File: src/rtl/ct_f_spsram_param_init.sv
// Single-port SRAM with a hardware clear that zeroes every word after reset or on INIT_REQ.
// Define CT_F_SPSRAM_OUTREG_EN to add an output pipeline register (read latency 2).
module ct_f_spsram_param_init #(
    parameter int WIDTH      = 7,
    parameter int DEPTH      = 256,
    parameter int ADDR_WIDTH = 8
) (
    input  logic                  CLK,
    input  logic                  cpurst_b,
    input  logic                  CEN,
    input  logic                  GWEN,
    input  logic [WIDTH-1:0]      WEN,
    input  logic [ADDR_WIDTH-1:0] A,
    input  logic [WIDTH-1:0]      D,
    input  logic                  INIT_REQ,
    output logic [WIDTH-1:0]      Q,
    output logic                  INIT_BUSY
);

    typedef enum logic {
        ST_INIT  = 1'b0,
        ST_READY = 1'b1
    } state_t;

    localparam logic [ADDR_WIDTH-1:0] LAST_ADDR = ADDR_WIDTH'(DEPTH - 1);
    localparam logic [ADDR_WIDTH:0]   DEPTH_EXT = (ADDR_WIDTH + 1)'(DEPTH);

    state_t                r_state;
    logic [ADDR_WIDTH-1:0] r_addr_cnt;
    logic                  r_busy;
    logic [WIDTH-1:0]      r_mem [DEPTH];
    logic [WIDTH-1:0]      r_q_p1;

    logic                  w_acc;
    logic                  w_addr_ok;
    logic                  w_wr;
    logic [WIDTH-1:0]      w_rd_word;
    logic [WIDTH-1:0]      w_merged;

    // Addresses past the last word (non power-of-two DEPTH) read as zero and never write.
    assign w_acc     = (r_state == ST_READY) && !CEN;
    assign w_addr_ok = ({1'b0, A} < DEPTH_EXT);
    assign w_rd_word = w_addr_ok ? r_mem[A] : '0;
    assign w_merged  = (w_rd_word & WEN) | (D & ~WEN);
    assign w_wr      = w_acc && !GWEN && w_addr_ok;

    // Storage carries no reset so it maps onto a memory macro / inferred RAM.
    always_ff @(posedge CLK) begin
        if (r_state == ST_INIT) begin
            r_mem[r_addr_cnt] <= '0;
        end else if (w_wr) begin
            r_mem[A] <= w_merged;
        end
    end

    always_ff @(posedge CLK or negedge cpurst_b) begin
        if (!cpurst_b) begin
            r_state    <= ST_INIT;
            r_addr_cnt <= '0;
            r_busy     <= 1'b1;
        end else begin
            case (r_state)
                ST_INIT: begin
                    if (r_addr_cnt == LAST_ADDR) begin
                        r_state    <= ST_READY;
                        r_addr_cnt <= '0;
                        r_busy     <= 1'b0;
                    end else begin
                        r_addr_cnt <= r_addr_cnt + 1'b1;
                    end
                end
                ST_READY: begin
                    if (INIT_REQ) begin
                        r_state    <= ST_INIT;
                        r_addr_cnt <= '0;
                        r_busy     <= 1'b1;
                    end
                end
                default: begin
                    r_state    <= ST_INIT;
                    r_addr_cnt <= '0;
                    r_busy     <= 1'b1;
                end
            endcase
        end
    end

    // Stage 1: write-first read data; holds when there is no access.
    always_ff @(posedge CLK or negedge cpurst_b) begin
        if (!cpurst_b) begin
            r_q_p1 <= '0;
        end else if (w_acc) begin
            r_q_p1 <= w_wr ? w_merged : w_rd_word;
        end
    end

`ifdef CT_F_SPSRAM_OUTREG_EN
    logic             r_vld_p1;
    logic [WIDTH-1:0] r_q_p2;

    // Stage 2: optional output register, advances only behind a completed access.
    always_ff @(posedge CLK or negedge cpurst_b) begin
        if (!cpurst_b) begin
            r_vld_p1 <= 1'b0;
            r_q_p2   <= '0;
        end else begin
            r_vld_p1 <= w_acc;
            if (r_vld_p1) begin
                r_q_p2 <= r_q_p1;
            end
        end
    end

    assign Q = r_q_p2;
`else
    assign Q = r_q_p1;
`endif

    assign INIT_BUSY = r_busy;

endmodule

File: config.mk
export PLATFORM = sky130hd
export DESIGN_NAME = ct_f_spsram_param_init
export DESIGN_NICKNAME = d
export VERILOG_FILES = /design/src/rtl/ct_f_spsram_param_init.sv
export SDC_FILE = /design/constraint.sdc
export NUM_CORES = 2
export LEC_CHECK = 0
export ABC_AREA = 1
export CORE_ASPECT_RATIO = 0.5
export CORE_MARGIN = 1
export CORE_UTILIZATION = 25
export DETAILED_ROUTE_END_ITERATION = 16
export HOLD_SLACK_MARGIN = 0.02
export PLACE_DENSITY_LB_ADDON = 0.3
export SKIP_CTS_REPAIR_TIMING = 1
export SLEW_MARGIN = 20
export SYNTH_ARGS = -nofsm -noshare
export SYNTH_HDL_FRONTEND = slang
export SYNTH_SLANG_ARGS = --single-unit
File: constraint.sdc
create_clock -name CLK -period 14.38 [get_ports CLK]
set_input_delay 2.876 -clock CLK [delete_from_list [all_inputs] [get_ports CLK]]
set_output_delay 2.876 -clock CLK [all_outputs]
set_load 0.05 [all_outputs]
==> results.ini <==
[outcome]
status = complete, no violations

[floorplanning]
die_h_um = 386.3
rows = 140
dieArea_um2 = 297800
start_util_pct = 25.25
io_pins = 35
core_um2 = 292500
die_width_um = 770.7

[global_routing]
antenna_found_initial = 4
grt_max_degree = 173
gr-total-overflow = 0
grt_first_pass_wirelength_mm = 313.8
grt.total_usage_pct = 13.95
grt_pass1_vias = 45440

[yosys]
yosys_warnings = 0
syn-num-nets = 6387
yosysUniqueCellTypes = 32
ys_seq_elements = 1809
avgSynthCellArea_um2 = 11.62
synth_flop_cell = edfxtp_1
synth_seq_area_share_pct = 73.43
synthArstFlopShare_pct = 0.9397
synth_area_um2 = 73860
synth_largest_area_cell = edfxtp_1
yosys-top-cells-count = nand2_1 (1964), edfxtp_1 (1792), nand3_1 (1738)
synth_edf_count = 1792
syn_inst = 6359
ys_top_cells_by_area = edfxtp_1 (73%), nand3_1 (12%), nand2_1 (10%)
yosysTopAreaCellShare_pct = 72.86
synth.most_common_cell = nand2_1

[critical_path]
startpoint = A[1]
worstSetupPathType = in -> reg
crit_fanout = 169
worstReg2RegStart = r_state
regToRegSetupSlack_ns = 9.90
crit_required_ns = 14.86
start_kind = primary input
worst_r2r_path_depth = 12
cp-end-kind = register
r2r_end = r_mem[84][6]
worst_ep_arrival_time_ns = 8.74

[clock_tree]
cts_tree = yes
clock-sinks = 1809
htreeDepth = 4
clockBufferDepth = 3
path_clk_slew_ns = 0.06
cts_buffers = 185
cts-root-buf = clkbuf_16
clk_latency_ns = 0.84

[final_layout]
final_util_pct = 28.60
layout-drive-gt1-share_pct = 5.542
syn2layout_area_growth_pct = 13.25
fin_nets = 6238

[min_path]
hp-class = reg -> reg
whs_path_depth = 2
min_from = Q[1]
hold_path_end = Q[1]

[sta]
skew_ns = 0.03698
slew-limit-headroom_pct = 18.59
drv_slew = 0
worst_pin_slew_ns = 1.217
worst_slack_ns = 6.119
rsz0062_at_grt = false
tns_ns = 0
period_minus_slack_ns = 8.261
fmax_ghz = 0.1211
post-route-period-util_pct = 57.45
timing_hold_violations_final = 0
setup-violations-final = 0

[job]
cap_viol_max_count = 0

[detailed_routing]
wl_per_cell_um = 20.81
drcViolationCount = 0
dr.pass1.iters = 6
viasPerCell = 4.649
ant_nets = 0
num_vias = 47710
wl_mm = 213.5
drtIter0Drc = 4715

[placed_design]
portBuffers = 34
hpwl_mm = 113.9
dpl_worst_slack_ns = 5.271
gp_congestion = 0.8149

[power]
power_density_nw_per_um2 = 137.4
p_leak_uw = 0.02920
ir_drop_uv = 138.6

[worst max-delay path by stage]
stage                               end  cells after the start
after CTS                  r_mem[97][3]                     16
after floorplan             r_mem[0][4]                     16
final                      r_mem[76][6]                     16
after global routing      r_mem[244][3]                     16
after detailed placement  r_mem[102][3]                     16
after global placement    r_mem[102][3]                     16
[flip-flops by register name, summed over array words and instances (netlist names)]
signal and flops:
r_mem 1792, r_addr_cnt 8, Q 7, INIT_BUSY 1
r_state 1
[cell usage in the layout, fill, tap and decap left out, drive strengths merged, types with 2 or more instances in the layout]
| cell type | n |
|---|---|
| nand3 | 1739 |
| bufinv | 11 |
| nand2 | 1969 |
| edfxtp | 1792 |
| clkdlybuf4s50 | 29 |
| nor3 | 3 |
| a22oi | 2 |
| clkinv | 72 |
| clkbuf | 238 |
| clkinvlp | 2 |
| o22ai | 3 |
| a21oi | 8 |
| dfrtp | 16 |
| o21ai | 11 |
| inv | 69 |
| diode | 5 |
| nor2 | 316 |
| buf | 64 |
[per-layer routing]
metal / vias up / GRT usage [%] / wire [um]
met5: - / 0 / 0
met4: 0 / 4.175 / 5779
met3: 305 / 2.071 / 12410
met2: 1462 / 22.25 / 98330
met1: 23770 / 19.70 / 96970
li1: 22170 / - / -
[cells by family after synthesis]
logic type,count (synthesis),share of synthesized area [%]
buffers and inverters,493,2.749
AO/OA/AOI/OAI,26,0.2643
AND/OR/NAND/NOR,4028,23.51
adder cells (fa/ha/maj),1,0.01694
flip-flops,1809,73.43
XOR/XNOR,2,0.02372
[worst max-delay path: stages]
cell      delay, ns
buf_8          0.54
clkinv_8       0.79
buf_12         0.56
buf_4          0.48
nand3_1        0.19
nand3_1        0.09
nand3_1        0.13
nand3_1        0.16
nand2_1        0.17
nand2_1        0.09
nand3_1        0.10
nand3_1        0.21
nand3_1        0.16
nand2_1        0.16
inv_8          0.71
buf_4          0.90
[report_power, final]
part	internal [uW]	switching, uW
combinational	201	828
sequential	5810	28.3
clock	2590	2030
total	8610	2880
[layout make-up]
class | instances | area (um2)
Clock inverter | 91 | 732.0
Inverter | 63 | 319.1
Multi-Input combinational cell | 4057 | 17620
Tap cell | 3905 | 4886
Timing Repair Buffer | 94 | 929.6
Fill cell | 30000 | 208900
Clock buffer | 237 | 4910
Sequential cell | 1809 | 54240
Antenna cell | 5 | 12.51
[through the flow]
step	area, um2	cells	power (uW)	hold slack, ns
2_1_floorplan	73860	6359	6519	0.5210
6_report	83650	10260	11490	0.5549
3_3_place_gp	77970	9927	6972	0.5434
4_1_cts	83610	10260	11560	0.5570
5_1_grt	83640	10260	11820	0.5952
3_5_place_dp	77970	9927	6973	0.5416
Power figures use the tool's default switching activity.
